`src/rtl/ofdm_symbol_extractor.sv`:
```
// OFDM symbol extractor: after a PSS peak, skips to the first symbol, strips the
// cyclic prefix and forwards FFT_LEN samples per symbol. Optional: OFDM_SYMBOL_EXTRACTOR_RESYNC_EN.
module ofdm_symbol_extractor #(
  parameter int IN_DW        = 32,
  parameter int FFT_LEN      = 256,
  parameter int CP_LEN       = 18,
  parameter int START_OFFSET = FFT_LEN + 2*CP_LEN - 13,
  parameter int NUM_SYMBOLS  = 4
) (
  input  logic             clk_i,
  input  logic             reset_ni,
  input  logic [IN_DW-1:0] s_axis_in_tdata,
  input  logic             s_axis_in_tvalid,
  input  logic             peak_detected_i,
  output logic [IN_DW-1:0] m_axis_out_tdata,
  output logic             m_axis_out_tvalid,
  output logic             m_axis_out_tlast,
  output logic [3:0]       symbol_index_o,
  output logic             busy_o
`ifdef OFDM_SYMBOL_EXTRACTOR_RESYNC_EN
  ,
  output logic [7:0]       resync_count_o
`endif
);

  localparam int CNT_MAX0 = (START_OFFSET > FFT_LEN) ? START_OFFSET : FFT_LEN;
  localparam int CNT_MAX  = (CP_LEN > CNT_MAX0) ? CP_LEN : CNT_MAX0;
  localparam int CW       = $clog2(CNT_MAX + 1);

  localparam logic [1:0] S_IDLE   = 2'd0;
  localparam logic [1:0] S_SKIP   = 2'd1;
  localparam logic [1:0] S_SYMBOL = 2'd2;
  localparam logic [1:0] S_CP     = 2'd3;

  // Count at which the discarded skip/CP sample ends its phase.
  localparam logic [CW-1:0] SKIP_LAST = CW'((START_OFFSET >= 2) ? START_OFFSET - 2 : 0);
  localparam logic [CW-1:0] CP_LAST   = CW'((CP_LEN >= 1) ? CP_LEN - 1 : 0);
  localparam logic [CW-1:0] SYM_LAST  = CW'(FFT_LEN - 1);
  localparam logic [3:0]    IDX_LAST  = 4'(NUM_SYMBOLS - 1);

  localparam logic [1:0] START_STATE  = (START_OFFSET == 1) ? S_SYMBOL : S_SKIP;
  localparam logic [1:0] AFTER_SYMBOL = (CP_LEN == 0) ? S_SYMBOL : S_CP;

  logic [1:0]    state_q, state_d;
  logic [CW-1:0] cnt_q, cnt_d;
  logic [3:0]    sym_q, sym_d;
  logic          out_vld_d, out_last_d;

`ifdef OFDM_SYMBOL_EXTRACTOR_RESYNC_EN
  logic       pend_q, pend_d;
  logic       resync_take;
  logic [7:0] resync_cnt_q;
`endif

  always_comb begin
    state_d    = state_q;
    cnt_d      = cnt_q;
    sym_d      = sym_q;
    out_vld_d  = 1'b0;
    out_last_d = 1'b0;
    case (state_q)
      S_IDLE: begin
        // The peak-cycle sample is never counted.
        if (peak_detected_i) begin
          state_d = START_STATE;
          cnt_d   = '0;
          sym_d   = '0;
        end
      end
      S_SKIP: begin
        if (s_axis_in_tvalid) begin
          if (cnt_q == SKIP_LAST) begin
            state_d = S_SYMBOL;
            cnt_d   = '0;
          end else begin
            cnt_d = cnt_q + CW'(1);
          end
        end
      end
      S_SYMBOL: begin
        if (s_axis_in_tvalid) begin
          out_vld_d  = 1'b1;
          out_last_d = (cnt_q == SYM_LAST);
          if (cnt_q == SYM_LAST) begin
            cnt_d = '0;
            if (sym_q == IDX_LAST) begin
              state_d = S_IDLE;
            end else begin
              state_d = AFTER_SYMBOL;
              sym_d   = sym_q + 4'd1;
            end
          end else begin
            cnt_d = cnt_q + CW'(1);
          end
        end
      end
      default: begin
        if (s_axis_in_tvalid) begin
          if (cnt_q == CP_LAST) begin
            state_d = S_SYMBOL;
            cnt_d   = '0;
          end else begin
            cnt_d = cnt_q + CW'(1);
          end
        end
      end
    endcase

`ifdef OFDM_SYMBOL_EXTRACTOR_RESYNC_EN
    // SKIP/CP restart at once; a peak inside a symbol waits for its tlast sample.
    resync_take = (peak_detected_i && (state_q == S_SKIP || state_q == S_CP)) ||
                  ((pend_q || peak_detected_i) && out_last_d);
    pend_d = pend_q;
    if (resync_take)
      pend_d = 1'b0;
    else if (peak_detected_i && state_q == S_SYMBOL)
      pend_d = 1'b1;
    if (resync_take) begin
      state_d = START_STATE;
      cnt_d   = '0;
      sym_d   = '0;
    end
`endif
  end

  always_ff @(posedge clk_i or negedge reset_ni) begin
    if (!reset_ni) begin
      state_q <= S_IDLE;
      cnt_q   <= '0;
      sym_q   <= '0;
    end else begin
      state_q <= state_d;
      cnt_q   <= cnt_d;
      sym_q   <= sym_d;
    end
  end

  always_ff @(posedge clk_i or negedge reset_ni) begin
    if (!reset_ni) begin
      m_axis_out_tdata  <= '0;
      m_axis_out_tvalid <= 1'b0;
      m_axis_out_tlast  <= 1'b0;
      symbol_index_o    <= '0;
    end else begin
      m_axis_out_tvalid <= out_vld_d;
      m_axis_out_tlast  <= out_last_d;
      if (out_vld_d) begin
        m_axis_out_tdata <= s_axis_in_tdata;
        symbol_index_o   <= sym_q;
      end
    end
  end

  assign busy_o = (state_q != S_IDLE);

`ifdef OFDM_SYMBOL_EXTRACTOR_RESYNC_EN
  always_ff @(posedge clk_i or negedge reset_ni) begin
    if (!reset_ni) begin
      pend_q       <= 1'b0;
      resync_cnt_q <= '0;
    end else begin
      pend_q <= pend_d;
      if (resync_take && resync_cnt_q != 8'hFF)
        resync_cnt_q <= resync_cnt_q + 8'd1;
    end
  end

  assign resync_count_o = resync_cnt_q;
`endif

endmodule

```
`config.mk`:
```
export PLATFORM = sky130hd
export DESIGN_NAME = ofdm_symbol_extractor
export DESIGN_NICKNAME = d
export VERILOG_FILES = /design/src/rtl/ofdm_symbol_extractor.sv
export SDC_FILE = /design/constraint.sdc
export NUM_CORES = 1
export LEC_CHECK = 0
export ABC_AREA = 1
export CAP_MARGIN = 10
export CORE_MARGIN = 2
export CORE_UTILIZATION = 46
export DETAILED_ROUTE_END_ITERATION = 7
export PLACE_DENSITY = 0.79
export RECOVER_POWER = 50
export SLEW_MARGIN = 15
export SYNTH_ARGS = -nofsm -noshare
export SYNTH_HDL_FRONTEND = slang
export SYNTH_SLANG_ARGS = --single-unit
```
`constraint.sdc`:
```
create_clock -name clk_i -period 2.2 [get_ports clk_i]
set_clock_uncertainty 0.05 [all_clocks]
set_input_delay 0.33 -clock clk_i [delete_from_list [all_inputs] [get_ports clk_i]]
set_output_delay 0.33 -clock clk_i [all_outputs]
set_load 0.005 [all_outputs]
```
# --- After elaboration in Yosys (flattened, before gate mapping) ---
# Index checks and enable logic that the tools add are counted.
op_classes:
  n_addsub: 2
  n_mux: 26
  n_reduce_logical: 8
  n_eq_ne: 12
ops:
  columns: ["operator", "count"]
  rows:
  - ["$mux W9", 7]
  - ["$pmux W9 S3", 1]
  - ["$mux W2", 8]
  - ["$mux W4", 4]
  - ["$ne A2 B2 Y1 const B", 6]
  - ["$add A9 B1 Y9 const B", 1]
  - ["$eq A9 B5 Y1 const B", 1]
  - ["$eq A9 B8 Y1 const B", 1]
  - ["$eq A9 B9 Y1 const B", 1]
  - ["$pmux W4 S2", 1]
  - ["$reduce_and A7 Y1", 1]
  - ["$pmux W2 S3", 1]
  - ["$reduce_bool A2 Y1", 3]
  - ["$reduce_and A5 Y1", 1]
  - ["$add A4 B1 Y4 const B", 1]
  - ["$eq A4 B2 Y1 const B", 1]
  - ["$mux W1", 4]
  - ["$reduce_and A4 Y1", 1]
  - ["$reduce_bool A4 Y1", 1]
  - ["$eq A2 B1 Y1 const B", 1]
  - ["$eq A2 B2 Y1 const B", 1]
  - ["$logic_not A2 Y1", 1]
totals:
  input_bits: 36
  regBits: 53
  out_inout_bits: 39

# --- Depth between registers and ports, before layout ---
# Gate-level depths: netlist (run 1).
logic_depth:
  ltp_word: 5
  depth_mapped: 12
  depth_no_buf: 12

# --- Worst setup path before layout (run 1) ---
# No wires, ideal clock.
synth_timing:
  path_type: "register -> register"
  from: "reg cnt_q[0]"
  to: "reg sym_q[0]"
  period_less_slack_ns: 1.769
  n_path_buf: 0
  setup_time_ns: 0.126
  arrival_ns: 1.592
  setup_slack_ns: 0.431
  stages_incl_launch_ff: 12
  path_cell_list: "dfrtp_1 > ha_1 > nand2_1 > nor3_1 > nand2_1 > inv_1 > ha_1 > inv_1 > o21ai_2 > nand2_1 > clkinv_1 > o21ai_0"
synth_via:
  elab_chain_cells: 3
synth_lines:
  columns: ["item", "line", "source"]
  rows:
  - ["start, declared", "45", "logic [CW-1:0] cnt_q, cnt_d;"]
  - ["start signal, assigned", "133", "cnt_q <= cnt_d;"]
  - ["$eq A9 B8 Y1", "84", "if (cnt_q == SYM_LAST) begin"]
  - ["$ne A2 B2 Y1 (no source line)", null, null]
  - ["$reduce_and A5 Y1 (no source line)", null, null]
  - ["end signal, assigned", "134", "sym_q <= sym_d;"]
  - ["end, declared", "46", "logic [3:0] sym_q, sym_d;"]
# No other way between the ends.
# A chain may end at the register's enable or synchronous reset.

# --- Worst setup path in the final report (run 1) ---
layout_timing:
  from: "reg cnt_q[0]"
  to: "reg sym_q[1]"
# The elaborated chain is that of the path after synthesis.

==> metrics.cfg, run 1 <==
[synth]
synth_cells = 296
postSynthAreaPerCell_sq_um = 8.14
syn_nets = 337
synth-seq-cells = 53
synth.cell_area_sq_um = 2410
yosysUniqueCellTypes = 22
ys_seq_area_share_pct = 55.0
yosys_warnings = 0

[hold_path]
hold_start = m_axis_out_tdata[7]$_DFFE_PN0P_
hold_depth = 2
holdPathEnd = m_axis_out_tdata[7]$_DFFE_PN0P_
min_path_type = flop to flop

[floorplan]
dieWidth_um = 76.4
start_util_pct = 47.5
coreArea_sq_um = 5070
die_area_sq_um = 5830
ioPinCount = 75
dieHeight_um = 76.4
rows = 26

[power]
pwr-share-comb_pct = 19.6
swShare_pct = 28.5
vdd_ir_drop_max_v = 0.000397
p_clk_share_pct = 26.1
cellPowerDensity_nw_per_um2 = 633
p_total_w = 0.00211
internal_power_w = 0.00151
p_seq_share_pct = 54.3
leakage_nw = 1.72
switching_power_w = 0.000601

[finish]
syn2layout_area_growth_pct = 38.5
nets = 415
final_cell_mix = nand2_1 (144), clkdlybuf4s50_1 (55), dfrtp_1 (53)
stdcell_count = 445
final_common_cell = nand2_1
drive_gt1_share_pct = 5.60
antenna-diode-count = 0

[worst_setup_path]
critPathKind = flop to flop
cp_data_required_time_ns = 2.34
r2r_end = sym_q[1]$_DFFE_PN0P_
start_kind = flop
endpoint_kind = flop
r2r_cells = 11
rr_startpoint = cnt_q[0]$_DFFE_PN0P_
r2r_slack_ns = 0.19
cp.arrival_ns = 2.15
crit_path_max_fanout = 5

[sta]
slew_headroom_pct = 2.30
final-hold-violation-count = 0
whs_ns = 0.421
finalSetupViolCount = 0
finalCritPeriodShare_pct = 91.6
final_max_slew_viol_count = 0
fmax_mhz = 496
period_minus_slack_ns = 2.01
tightest_slew_ns = 1.47

[global_route]
grt_first_pass_wirelength_um = 9490
grt_usage_pct = 19.8
first_global_vias = 2172
antenna_found_initial = 0
grt-ovfl-total = 0
grt_max_degree = 42

[drt]
drt_pre_antenna_iters = 4
ant_nets = 0
vias = 2077
vias_per_cell = 4.67
drt_iter0_markers = 86
drc = 0
wirelength_um = 5350
wl_per_cell_um = 12.0

[cts]
cts_tree = done
clkSlewWorstSetupHoldPaths_ns = 0.10
htree_levels = 2
cts_sinks = 53
clk_path_buf_depth = 2
clk_latency_ns = 0.31
root_buffer = clkbuf_8
cts_made_buffers = 5

[placement]
dpl.cell_count = 435
gp_congestion = 0.868
dp_hpwl_um = 3880
io_buffers = 74

[outcome]
outcome = completed

[flow_run]
maxCapViolCount = 0

-- what timing repair did --
item                                   in CTS  in global routing
endpoints found under the hold margin      24                  0
hold buffers                                1                  0
resized for setup                           0                  2
setup endpoints to repair                   0                  4
setup buffers                               0                  1
-- per-stage QoR --
step | setup slack, ns | setup TNS (ns) | utilization, % | area (sq um)
5_1_grt | -0.0212 | -0.0357 | 65.8 | 3340
6_report | 0.186 | 0 | 65.8 | 3340
4_1_cts | 0.130 | 0 | 65.5 | 3320
2_1_floorplan | 0.431 | 0 | - | 2410
3_3_place_gp | 0.299 | 0 | 63.6 | 3230
3_5_place_dp | 0.173 | 0 | 63.6 | 3230
-- layer usage --
metal  share of wire, %  up-vias  GRT usage (%)
li1                   -     1054              -
met1                 43      960           22.8
met2                 49       56           35.2
met3                6.7        7           6.52
met4                1.1        0           5.27
met5                  0        -              0
-- Yosys cell counts --
cell type / n / area share, %
dfrtp_1: 53 / 55
o21ai_1: 4 / 0.83
nand2_1: 144 / 22
nand2_2: 2 / 0.52
nand3_1: 11 / 2.3
a21o_1: 1 / 0.31
nor2_1: 17 / 2.6
nor2_2: 2 / 0.52
clkinv_1: 1 / 0.16
a21oi_1: 2 / 0.42
nor2_4: 2 / 0.93
o21ai_0: 7 / 1.5
ha_1: 5 / 2.6
nor3_1: 1 / 0.21
nand3b_1: 1 / 0.31
o21ai_4: 1 / 0.68
o21ai_2: 2 / 0.73
xor2_1: 5 / 1.8
inv_2: 1 / 0.16
nand4_1: 3 / 0.78
inv_1: 24 / 3.7
buf_2: 7 / 1.5
-- final cells by class --
| cell class | instances | area [sq um] |
|---|---|---|
| clock buffer | 6 | 72.6 |
| multi-input combinational | 210 | 963 |
| clock inverter | 2 | 13.8 |
| fill | 437 | 1740 |
| inverter | 26 | 97.6 |
| tap | 70 | 87.6 |
| sequential | 53 | 1330 |
| timing repair buffer | 78 | 777 |
-- power groups by stage --
stage / logic [W] / registers [W] / clock network [W]
finish: 0.000414 / 0.00115 / 0.000551
global route: 0.000475 / 0.00116 / 0.000606
CTS: 0.000412 / 0.00115 / 0.000571
detailed placement: 0.000408 / 0.00117 / 0
global placement: 0.000401 / 0.00116 / 0
floorplan: 0.000210 / 0.00115 / 0
-- state kept, by name (all words and copies together) (netlist names) --
| signal | count |
|---|---|
| cnt_q | 9 |
| m_axis_out_tdata | 32 |
| m_axis_out_tlast | 1 |
| m_axis_out_tvalid | 1 |
| state_q | 2 |
| sym_q | 4 |
| symbol_index_o | 4 |
-- logic make-up after synthesis --
kind of cell,after synthesis,synth area share [%]
adders and majority gates,5,2.60
xor gates and xnor gates,5,1.82
AOI/OAI and AO/OA,17,4.41
buffers and inverters,33,5.50
DFF,53,55.0
and+or+nand+nor,183,30.6
-- worst max-delay path, cell delays in order (launching register included) --
cell and delay, ns:
dfrtp_1 0.42, ha_1 0.19, nand2_1 0.09, nor3_2 0.22, nand2_1 0.10, inv_1 0.06, ha_1 0.17, inv_1 0.09
o21ai_4 0.18, nand2_1 0.10, clkinv_1 0.12, o21ai_0 0.09
-- how the worst max path moves through the flow --
stage / from / to / slack (ns) / depth (start not counted)
after floorplan: cnt_q[0]$_DFFE_PN0P_ / sym_q[0]$_DFFE_PN0P_ / 0.43 / 11
after global placement: cnt_q[0]$_DFFE_PN0P_ / sym_q[3]$_DFFE_PN0P_ / 0.30 / 11
after detailed placement: cnt_q[0]$_DFFE_PN0P_ / sym_q[1]$_DFFE_PN0P_ / 0.17 / 11
after CTS: cnt_q[0]$_DFFE_PN0P_ / sym_q[1]$_DFFE_PN0P_ / 0.13 / 11
after global routing: cnt_q[0]$_DFFE_PN0P_ / sym_q[3]$_DFFE_PN0P_ / -0.02 / 12
final: cnt_q[0]$_DFFE_PN0P_ / sym_q[1]$_DFFE_PN0P_ / 0.19 / 11
No activity file was read; power rests on OpenSTA's default activity.
==> run 2: changes to the inputs <==
SLEW_MARGIN = 20   (was 15)
==> results of run 2 <==
Same layout as run 1: the final DEF is identical, and so are final timing and power.
==> run 3: changes to the inputs <==
SETUP_SLACK_MARGIN = 0.5   (was default)
==> metrics.cfg, run 3 (synthesis results as in run 1) <==
[sta]
finalSetupTns_ns = 0  ; unchanged
fmax_mhz = 563  ; was 496 MHz
period_minus_slack_ns = 1.78  ; was 2.01 ns
final_max_slew_viol_count = 0  ; unchanged
finalSetupViolCount = 0  ; unchanged
finalCritPeriodShare_pct = 80.8  ; was 91.6%
tightest_slew_ns = 0.628  ; was 1.47 ns
rsz0062_at_grt = true
slew_headroom_pct = 58.1  ; was 2.30%
final-hold-violation-count = 0  ; unchanged
setup_ws_ns = 0.423  ; was 0.186 ns

[floorplan]
coreArea_sq_um = 5070  ; unchanged
rows = 26  ; unchanged
ioPinCount = 75  ; unchanged
dieWidth_um = 76.4  ; unchanged
start_util_pct = 47.5  ; unchanged
die_area_sq_um = 5830  ; unchanged
dieHeight_um = 76.4  ; unchanged

[finish]
multi_input_area_sq_um = 1040  ; was 963 sq um
stdcell_count = 452  ; was 445
final_cell_mix = nand2_1 (141), clkdlybuf4s50_1 (71), dfrtp_1 (53)  ; was nand2_1 (144), clkdlybuf4s50_1 (55), dfrtp_1 (53)
largest_reg_flops = 32  ; unchanged
antenna-diode-count = 0  ; unchanged
final_util_pct = 69.1  ; was 65.8%
seqCellArea_sq_um = 1330  ; unchanged
biggestRegsByFlops = m_axis_out_tdata x32, cnt_q x9  ; unchanged
syn2layout_area_growth_pct = 45.5  ; was 38.5%
nets = 422  ; was 415
regMostFlops = m_axis_out_tdata  ; unchanged
drive_gt1_share_pct = 12.8  ; was 5.60%
fillCellCount = 418  ; was 437
final_common_cell = nand2_1  ; unchanged

[worst_setup_path]
crit_path_max_fanout = 33  ; was 5
endpoint = m_axis_out_tdata[5]$_DFFE_PN0P_  ; was sym_q[1]$_DFFE_PN0P_
r2r_slack_ns = 0.42  ; was 0.19 ns
start_kind = flop  ; unchanged
cp_data_required_time_ns = 2.40  ; was 2.34 ns
path_cells = inv_1, nand2_1, nor2_4, clkbuf_2, nand2_1, nand2_1  ; was ha_1, nand2_1, nor3_2, nand2_1, inv_1, ha_1, inv_1, o21ai_4, nand2_1, clkinv_1, o21ai_0
r2r_end = m_axis_out_tdata[5]$_DFFE_PN0P_  ; was sym_q[1]$_DFFE_PN0P_
r2r_cells = 6  ; was 11
endpoint_kind = flop  ; unchanged
cp.arrival_ns = 1.98  ; was 2.15 ns
cp_num_buf_inv = 2  ; was 3
rr_startpoint = state_q[0]$_DFFE_PN0P_  ; was cnt_q[0]$_DFFE_PN0P_
path_depth = 6  ; was 11
slowest_stage = clkbuf_2  ; was dfrtp_1
startpoint = state_q[0]$_DFFE_PN0P_  ; was cnt_q[0]$_DFFE_PN0P_
path_common_cell = nand2_1  ; unchanged
path_delay_family = buffers and inverters  ; was simple AND/OR/NAND/NOR gates
slowest_delay_ns = 0.52  ; was 0.42 ns
critPathKind = flop to flop  ; unchanged

[cts]
root_buffer = clkbuf_8  ; unchanged
htree_levels = 2  ; unchanged
clkSlewWorstSetupHoldPaths_ns = 0.10  ; about the same
cts_sinks = 53  ; unchanged
cts_tree = done  ; unchanged
clk_path_buf_depth = 2  ; unchanged
clk_latency_ns = 0.30  ; was 0.31 ns
cts_made_buffers = 5  ; unchanged

[power]
vdd_ir_drop_max_v = 0.000319  ; was 0.000397 V
p_clk_share_pct = 29.0  ; was 26.1%
cellPowerDensity_nw_per_um2 = 657  ; was 633 nW/um^2
internal_power_w = 0.00166  ; was 0.00151 W
pwr-share-comb_pct = 21.2  ; was 19.6%
leakage_nw = 1.75  ; was 1.72 nW
swShare_pct = 27.9  ; was 28.5%
switching_power_w = 0.000642  ; was 0.000601 W
p_seq_share_pct = 49.8  ; was 54.3%

[drt]
vias = 2127  ; was 2077
ant_nets = 0  ; unchanged
drc = 0  ; unchanged
vias_per_cell = 4.71  ; was 4.67
drt_pre_antenna_iters = 4  ; unchanged
wl_per_cell_um = 12.0  ; about the same
drt_iter0_markers = 56  ; was 86
wirelength_um = 5420  ; was 5350 um

[placement]
dp_hpwl_um = 3710  ; was 3880 um
io_buffers = 74  ; unchanged
dpl.cell_count = 435  ; unchanged
post-place-ws_ns = 0.336  ; was 0.173 ns
gp_congestion = 0.884  ; was 0.868

[hold_path]
min_path_type = flop to flop  ; unchanged

[global_route]
first_global_vias = 2096  ; was 2172
antenna_found_initial = 0  ; unchanged
grt_first_pass_wirelength_um = 9340  ; was 9490 um
grt_usage_pct = 19.7  ; was 19.8%
grt_max_degree = 54  ; was 42
grt-ovfl-total = 0  ; unchanged

[outcome]
outcome = completed  ; unchanged

[flow_run]
maxCapViolCount = 0  ; unchanged

[run 3: cell count changes in the layout (fill, tap and decap cells not counted), moves of 3 or more]
cell and change:
inv_1 -3, o21ai_2 +3, nor2_2 +3, o21ai_0 -3, nand2_1 -3, clkdlybuf4s50_1 +16
nand2_2 +3, buf_4 +7, dlygate4sd3_1 -17, nor2_1 -4
[run 3: repair_timing]
item / 4_1_cts / 5_1_grt
pin swaps: 3 / 8
resized for setup: 20 / 15
endpoints found under the hold margin: 53 / 0
setup endpoints to repair: 15 / 28
buffers inserted: 5 / 3
hold buffers: 1 / 0
[run 3: stage by stage]
stage	hold WS, ns	power, W	area (sq um)
floorplan	-0.0156	0.00137	2420
global placement	0.296	0.00158	3230
detailed placement	0.298	0.00159	3230
CTS	0.432	0.00229	3450
global route	0.459	0.00244	3510
finish	0.427	0.00230	3510
[run 3: how the worst min path moves through the flow]
stage	startpoint	cells past startpoint	to
floorplan	reset_ni	0	cnt_q[0]$_DFFE_PN0P_
global placement	reset_ni	2	cnt_q[1]$_DFFE_PN0P_
detailed placement	reset_ni	2	cnt_q[7]$_DFFE_PN0P_
CTS	m_axis_out_tdata[21]$_DFFE_PN0P_	2	m_axis_out_tdata[21]$_DFFE_PN0P_
global route	m_axis_out_tdata[28]$_DFFE_PN0P_	2	m_axis_out_tdata[28]$_DFFE_PN0P_
finish	m_axis_out_tdata[21]$_DFFE_PN0P_	2	m_axis_out_tdata[21]$_DFFE_PN0P_
[run 3: metal layers]
metal,global-route usage (%),share of wire (%),routed length (um)
met5,0,0,0
met2,34.7,50,2720
met4,4.18,1.0,55
met1,24.3,43,2320
met3,5.45,6.1,330
[run 3: power groups by stage]
stage	clock network, W	registers [W]	logic, W
after floorplan	0	0.00115	0.000214
after global routing	0.000731	0.00116	0.000550
final	0.000667	0.00115	0.000489
after global placement	0	0.00116	0.000413
after CTS	0.000684	0.00115	0.000454
after detailed placement	0	0.00117	0.000418
[run 3: worst min-delay path, stage by stage, from the launching register on]
cell and delay (ns):
dfrtp_1 0.35, nand2_1 0.05, nand2_1 0.04
[run 3: area by class of cell]
class	instances	share of cell area [%]
inverters	26	3.00
multi-input cells	210	29.8
flip-flops and latches	53	37.8
well taps	70	2.50
clock buffers	5	1.96
repair buffers	85	23.7
clock inverters	3	1.25
